===== config.mk =====
export PLATFORM = sky130hd
export DESIGN_NAME = dmem_dump_arbiter
export DESIGN_NICKNAME = d
export VERILOG_FILES = /design/src/rtl/dmem_dump_arbiter.sv
export SDC_FILE = /design/constraint.sdc
export NUM_CORES = 1
export LEC_CHECK = 0
export CAP_MARGIN = 30
export CORE_ASPECT_RATIO = 1.1
export CORE_MARGIN = 2
export CORE_UTILIZATION = 31
export CTS_CLUSTER_DIAMETER = 120
export DETAILED_ROUTE_END_ITERATION = 10
export GPL_TIMING_DRIVEN = 0
export PLACE_DENSITY_LB_ADDON = 0.25
export RECOVER_POWER = 100
export SLEW_MARGIN = 20
export SYNTH_ARGS = -nofsm -noshare
export SYNTH_HDL_FRONTEND = slang
export SYNTH_SLANG_ARGS = --single-unit
export TNS_END_PERCENT = 100

===== constraint.sdc =====
create_clock -name i_clock -period 4.73 [get_ports i_clock]
set_input_delay 1.1825 -clock i_clock [delete_from_list [all_inputs] [get_ports i_clock]]
set_output_delay 1.1825 -clock i_clock [all_outputs]
set_load 0.005 [all_outputs]

===== src/rtl/dmem_dump_arbiter.sv =====
// ---------------------------------------------------------------------------
// dmem_dump_arbiter
//
// Shares the single data-memory port between the pipeline MEM stage and the
// debug unit. A dump request stalls the pipeline, waits for the MEM stage to
// go quiet, then reads every data-memory word in address order and streams
// each one to the debug transmitter.
//
// Optional feature macro: DMEM_DUMP_CHECKSUM_EN
//   When defined, a running XOR of all dumped words is kept and sent as one
//   extra word after the last memory word.
//
// Ports
//   i_clock          in   1          system clock, rising edge
//   i_reset          in   1          asynchronous, active-high reset
//   i_pipe_mem_read  in   1          MEM stage read request
//   i_pipe_mem_write in   1          MEM stage write request
//   i_pipe_addr      in   REG_SIZE   MEM stage word address
//   i_halt           in   1          pipeline halted (MEM stage idle)
//   i_dump_start     in   1          start a dump (sampled in IDLE only)
//   i_tx_ready       in   1          transmitter accepts o_tx_data
//   i_mem_rdata      in   DATA_SIZE  mem_data read data, 1 cycle after address
//   o_mem_addr       out  REG_SIZE   address to mem_data
//   o_mem_read       out  1          read enable to mem_data
//   o_mem_write      out  1          write enable to mem_data
//   o_debug_flag     out  1          debug owns the memory port
//   o_stall          out  1          freeze pipeline
//   o_tx_data        out  DATA_SIZE  dumped word
//   o_tx_valid       out  1          o_tx_data valid
//   o_busy           out  1          dump in progress
//   o_done           out  1          one-cycle pulse at dump end
//   o_state_dbg      out  3          current FSM state encoding
//
// Transmit link: a word transfers on a rising edge where o_tx_valid and
// i_tx_ready are both 1. Once o_tx_valid rises, o_tx_valid and o_tx_data hold
// stable until that transfer; i_tx_ready while o_tx_valid is 0 has no effect.
// ---------------------------------------------------------------------------
module dmem_dump_arbiter #(
    parameter int DATA_SIZE = 32,
    parameter int REG_SIZE  = 5,
    parameter int BANK_SIZE = 32
) (
    input  logic                 i_clock,
    input  logic                 i_reset,
    input  logic                 i_pipe_mem_read,
    input  logic                 i_pipe_mem_write,
    input  logic [REG_SIZE-1:0]  i_pipe_addr,
    input  logic                 i_halt,
    input  logic                 i_dump_start,
    input  logic                 i_tx_ready,
    input  logic [DATA_SIZE-1:0] i_mem_rdata,
    output logic [REG_SIZE-1:0]  o_mem_addr,
    output logic                 o_mem_read,
    output logic                 o_mem_write,
    output logic                 o_debug_flag,
    output logic                 o_stall,
    output logic [DATA_SIZE-1:0] o_tx_data,
    output logic                 o_tx_valid,
    output logic                 o_busy,
    output logic                 o_done,
    output logic [2:0]           o_state_dbg
);

    typedef enum logic [2:0] {
        S_IDLE    = 3'd0,
        S_DRAIN   = 3'd1,
        S_READ    = 3'd2,
        S_CAPTURE = 3'd3,
        S_SEND    = 3'd4,
        S_DONE    = 3'd5
`ifdef DMEM_DUMP_CHECKSUM_EN
        ,S_CHKSUM = 3'd6
`endif
    } state_t;

    localparam logic [REG_SIZE-1:0] LAST_ADDR = REG_SIZE'(BANK_SIZE - 1);

    state_t              state;
    state_t              state_next;
    logic [REG_SIZE-1:0] cnt;
    logic                owned;
    logic                dbg_read;
    logic                tx_fire;
    logic                last_word;

`ifdef DMEM_DUMP_CHECKSUM_EN
    logic [DATA_SIZE-1:0] xor_acc;
`endif

    assign tx_fire     = o_tx_valid && i_tx_ready;
    assign last_word   = (cnt == LAST_ADDR);
    assign o_state_dbg = state;

    // State register
    always_ff @(posedge i_clock or posedge i_reset) begin
        if (i_reset) begin
            state <= S_IDLE;
        end else begin
            state <= state_next;
        end
    end

    // Next state and ownership decode
    always_comb begin
        state_next = state;
        owned      = 1'b0;
        dbg_read   = 1'b0;
        case (state)
            S_IDLE: begin
                if (i_dump_start) begin
                    state_next = S_DRAIN;
                end
            end
            S_DRAIN: begin
                owned = 1'b1;
                // A halted pipeline cannot have a request in flight.
                if ((!i_pipe_mem_read && !i_pipe_mem_write) || i_halt) begin
                    state_next = S_READ;
                end
            end
            S_READ: begin
                owned      = 1'b1;
                dbg_read   = 1'b1;
                state_next = S_CAPTURE;
            end
            S_CAPTURE: begin
                owned      = 1'b1;
                state_next = S_SEND;
            end
            S_SEND: begin
                owned = 1'b1;
                if (tx_fire) begin
                    if (last_word) begin
`ifdef DMEM_DUMP_CHECKSUM_EN
                        state_next = S_CHKSUM;
`else
                        state_next = S_DONE;
`endif
                    end else begin
                        state_next = S_READ;
                    end
                end
            end
`ifdef DMEM_DUMP_CHECKSUM_EN
            S_CHKSUM: begin
                owned = 1'b1;
                if (tx_fire) begin
                    state_next = S_DONE;
                end
            end
`endif
            S_DONE: begin
                owned      = 1'b1;
                state_next = S_IDLE;
            end
            default: begin
                state_next = S_IDLE;
            end
        endcase
    end

    assign o_debug_flag = owned;
    assign o_stall      = owned;
    assign o_busy       = owned;
    assign o_done       = (state == S_DONE);

    // Memory port mux: pipeline requests are never forwarded while owned.
    assign o_mem_addr  = owned ? cnt : i_pipe_addr;
    assign o_mem_read  = owned ? dbg_read : i_pipe_mem_read;
    assign o_mem_write = owned ? 1'b0 : i_pipe_mem_write;

    // Word counter and transmit register
    always_ff @(posedge i_clock or posedge i_reset) begin
        if (i_reset) begin
            cnt        <= '0;
            o_tx_data  <= '0;
            o_tx_valid <= 1'b0;
`ifdef DMEM_DUMP_CHECKSUM_EN
            xor_acc    <= '0;
`endif
        end else begin
            case (state)
                S_IDLE: begin
`ifdef DMEM_DUMP_CHECKSUM_EN
                    xor_acc <= '0;
`endif
                end
                S_CAPTURE: begin
                    o_tx_data  <= i_mem_rdata;
                    o_tx_valid <= 1'b1;
`ifdef DMEM_DUMP_CHECKSUM_EN
                    xor_acc    <= xor_acc ^ i_mem_rdata;
`endif
                end
                S_SEND: begin
                    if (tx_fire) begin
                        if (last_word) begin
`ifdef DMEM_DUMP_CHECKSUM_EN
                            // Checksum word follows straight after the last data word.
                            o_tx_data  <= xor_acc;
                            o_tx_valid <= 1'b1;
`else
                            o_tx_valid <= 1'b0;
`endif
                        end else begin
                            o_tx_valid <= 1'b0;
                            cnt        <= cnt + REG_SIZE'(1);
                        end
                    end
                end
`ifdef DMEM_DUMP_CHECKSUM_EN
                S_CHKSUM: begin
                    if (tx_fire) begin
                        o_tx_valid <= 1'b0;
                    end
                end
`endif
                S_DONE: begin
                    cnt <= '0;
                end
                default: begin
                end
            endcase
        end
    end

endmodule


* Yosys cells after proc, flatten, opt, wreduce, memory -nomap -nowiden
Index checks and enable logic that the tools add are counted.
** Word-level totals
- Output and inout bits :: 47
- Logic and storage cells :: 42
- Register bits after elaboration :: 41
- Input bits :: 44
** Operators by class
- $add $sub $neg :: 1
- Muxes and demuxes :: 15
- Reduce and logical (&&, ||, !) cells :: 12
- Equal/unequal tests :: 10
** Operators with widths (number)
- $mux 5 :: 3
- $pmux 3 s5 :: 1
- $mux 3 :: 4
- $pmux 5 s2 :: 1
- $ne 2x2->1 const B :: 4
- $eq 3x2->1 const B :: 2
- $eq 3x3->1 const B :: 2
- $reduce_and 3->1 :: 2
- $add 5x1->5 const B :: 1
- $eq 5x5->1 const B :: 1
- $mux 1 :: 5
- $reduce_or 5->1 :: 1
- $reduce_bool 2->1 :: 2
- $eq 3x1->1 const B :: 1
- $logic_not 3->1 :: 1
- $logic_and 1x1->1 :: 2
- $logic_not 1->1 :: 2
- $pmux 1 s2 :: 1
- $reduce_and 2->1 :: 1
- $logic_or 1x1->1 :: 1

* Logic depth before layout (Yosys ltp)
- Depth after elaboration :: 5
- Gate-level depth with buffers :: 7
- Mapped depth without buffers :: 6

* Worst setup path after synthesis
No wires, ideal clock.
- Path type :: input port to output port
- From :: in i_pipe_addr[0]
- To :: out o_mem_addr[0]
- Path buffers :: 0
- Arrival time :: 1.438 ns
- Required time :: 3.548 ns
- Slack :: 2.110 ns
- Stages :: 1
- Path through :: mux2_4
** On the way
- Longest elaborated chain between the ends :: 1
** Ends and longest elaborated chain
- start: declaration :: RTL line 47 : input logic [REG_SIZE-1:0] i_pipe_addr,
- $mux 5 :: RTL line 168 : assign o_mem_addr = owned ? cnt : i_pipe_addr;
- end: declaration :: RTL line 52 : output logic [REG_SIZE-1:0] o_mem_addr,
No other way between the ends.

* Final worst setup path
- From :: reg state[1] (netlist: o_state_dbg[1])
- To :: out o_mem_addr[2]
** On the way
- Longest elaborated chain between the ends :: 4
- Elaborated cells between the ends (all ways) :: 8
- Classes of those cells :: eq/ne: 5; mux: 2; reduce/logical: 1
** Ends and longest elaborated chain
- start: declaration :: RTL line 78 : state_t state;
- start signal: assignment :: RTL line 99 : state <= state_next;
- $eq 3x3->1, or another cell as far along :: RTL line 108 : case (state)
- $reduce_or 5->1 (no source line) (*)
- $mux 1 (*) :: RTL line 108
- $mux 5 (*) :: RTL line 168
Mark *: on every way between the ends. The rest lies on a longest branch, timed or not.

==> results.sh <==
export IMPL_status="finished, violations left"
export IMPL_violations="capacitance limit, slew limit"
export IMPL_pwr_share_seq_pct=33.0
export IMPL_syn_nets=190
export IMPL_fin_crit_sh_pct=81.40
export IMPL_diodes=0
export IMPL_rsz0062_at_grt="false"
export IMPL_power_frac_clock_pct=15.9
export IMPL_synth_avg_cell_area_um2=14.27
export IMPL_final_cell_mix="61 x dlygate4sd3_1, 41 x dfrtp_1, 29 x clkdlybuf4s50_1"
export IMPL_synth_area_leaders="dfrtp_1 50%, mux2_4 25%, buf_6 2.2%, mux2_2 1.6%, a2111oi_4 1.3%"
export IMPL_drc=0
export IMPL_crit_required_ns=3.55
export IMPL_crit_arrival_ns=2.67
export IMPL_initial_core_util_pct=31.53
export IMPL_wl_per_cell_um=14.34
export IMPL_max_freq_ghz=0.2597
export IMPL_core_area_um2=6516
export IMPL_finalWorstSetupSlack_ns=0.8796
export IMPL_synthArstFlopShare_pct=100.0
export IMPL_power_density_nw_per_um2=612.3
export IMPL_grt_max_degree=32
export IMPL_drtIter0Drc=46
export IMPL_vias=1465
export IMPL_htree_levels=2
export IMPL_final_nets=288
export IMPL_final_area_um2=3074
export IMPL_seq_area_frac_synth_pct=49.94
export IMPL_dp_cells=317
export IMPL_die_area_um2=7295
export IMPL_drt_total_wl_um=4661
export IMPL_avgViaCountPerCell=4.508
export IMPL_hp_class="flop to flop"
export IMPL_post_cts_buffers=0
export IMPL_hp_start="o_tx_data[31]"
export IMPL_detailedPlace_worstSlack_ns=1.032
export IMPL_synthToLayoutAreaGrowth_pct=49.63
export IMPL_syn_area_um2=2054
export IMPL_drt_pass1_iter_count=4
export IMPL_grt_pass1_vias=1489
export IMPL_path_class="flop to output pin"
export IMPL_rows=31
export IMPL_yosys_register_bits=41
export IMPL_skew_ns=0.007051
export IMPL_ctsHoldBuffers=0
export IMPL_placed_cell_area_um2=3078
export IMPL_finalSetupViolations=0
export IMPL_ioPinCount=91
export IMPL_yosys_warnings=0
export IMPL_track_usage_pct=13.25
export IMPL_cts_resized_gates=0
export IMPL_nFillCells=616
export IMPL_drv_slew=32
export IMPL_power_leakage_nw=1.356
export IMPL_ant_nets=0
export IMPL_critPathLaunchType="flop"
export IMPL_worstSkewPairLatency_ns=0.29
export IMPL_startpoint="o_state_dbg[1]"
export IMPL_synth_cell_type_count=38
export IMPL_overflow=0
export IMPL_combPwrFrac_pct=51.2
export IMPL_antenna_found_initial=0
export IMPL_fin_crit_ns=3.850
export IMPL_tightest_slew_ns=1.642
export IMPL_rr_startpoint="cnt[0]"
export IMPL_io_buffers=90
export IMPL_maxSlewHeadroom_pct=-9.475
export IMPL_synth_largest_area_cell="dfrtp_1"
export IMPL_place_congestion=0.8464
export IMPL_root_buffer="clkbuf_8"
export IMPL_die_w_um=81.62
export IMPL_intPower_w=0.001311
export IMPL_peakVddDrop_v=0.0002358
export IMPL_setup_tns_ns=0
export IMPL_final_common_cell="dlygate4sd3_1"
export IMPL_crit_fanout=10
export IMPL_hpwl_um=3477
export IMPL_grt_pass1_wl_um=7307
export IMPL_cts_tree="yes"
export IMPL_final_hold_viol_count=0
export IMPL_synth_edf_count=0
export IMPL_synth_ff_type="dfrtp_1"
export IMPL_layoutNonFillerInstCount=325
export IMPL_synth_top_cell_area_share_pct=49.94
export IMPL_die_h_um=89.38
export IMPL_drive_gt1_share_pct=17.70
export IMPL_syn_inst=144
export IMPL_clock_sinks=41
export IMPL_clockBufferDepth=2
export IMPL_cts_inserted_buffers=5
export IMPL_path_clk_slew_ns=0.09
export IMPL_p_sw_w=0.0005716
export IMPL_cap_violations=1
export IMPL_cp_end_kind="output pin"
export IMPL_switching_share_pct=30.37
area by class of cell:
type / instances / area (µm²) / share of cell area [%]
Clock inverter: 2 / 37.54 / 1.221
Inverter: 6 / 22.52 / 0.7326
Sequential cell: 41 / 1026 / 33.37
Multi-Input combinational cell: 86 / 820.8 / 26.70
Buffer: 11 / 77.57 / 2.523
Tap cell: 82 / 102.6 / 3.337
Clock buffer: 6 / 82.58 / 2.686
Timing Repair Buffer: 91 / 904.6 / 29.43
power groups by stage:
stage               combinational (W)  clock [W]  sequential [W]
detailed placement            0.00116          0        0.000641
CTS                           0.00117   0.000309        0.000635
floorplan                    0.000603          0        0.000644
global placement              0.00115          0        0.000631
global route                  0.00106   0.000324        0.000646
finish                       0.000963   0.000298        0.000621
state kept, by name (all words and copies together) (netlist names):
register,cells
cnt,5
o_state_dbg,3
o_tx_data,32
o_tx_valid,1
worst max-delay path, stage by stage (launching register included):
cell	delay [ns]
dfrtp_1	0.47
clkbuf_1	0.26
a21oi_1	0.73
mux2_4	0.35
dlygate4sd3_1	0.58
Yosys cell counts, drive strengths merged (3+ instances only):
| library cell | n |
|---|---|
| buf | 10 |
| dfrtp | 41 |
| mux2 | 37 |
| inv | 6 |
| a21oi | 4 |
| and3 | 3 |
| nand3 | 4 |
| nor2 | 6 |
| o31ai | 3 |
| nand2b | 3 |
kinds of logic after synthesis:
family	after synthesis	share of synthesized area, %
AOI/OAI and AO/OA	19	8.405
xor gates and xnor gates	1	0.4264
adders and majority gates	2	1.218
buffers and inverters	17	5.298
DFF	41	49.94
muxes	37	26.49
and+or+nand+nor	27	8.222
metal layers:
layer | vias up | global-route usage (%) | wire [µm]
li1 | 705 | - | -
met2 | 60 | 21.01 | 2134
met1 | 696 | 17.16 | 2124
met5 | - | 0 | 0
met4 | 0 | 3.182 | 26
met3 | 4 | 5.051 | 375
stage by stage:
step                      util, %  hold slack, ns  power [W]
after floorplan                 -          0.4940   0.001247
after global placement      46.93          0.4862   0.001779
after detailed placement    47.24          0.4925   0.001796
after CTS                   49.08          0.5115   0.002110
after global routing        47.18          0.5168   0.002034
final                       47.18          0.4904   0.001882
final timing paths:
check	end	slack, ns	cells past startpoint
max	o_mem_addr[2]	0.88	4
min	o_tx_data[31]	0.49	1
max reg2reg	cnt[4]	2.60	7
min reg2reg	o_tx_data[31]	0.49	1
max in group asynchronous	o_tx_data[16]	1.53	3
min in group asynchronous	o_tx_valid	1.32	2
(Power assumes the default switching activity.)
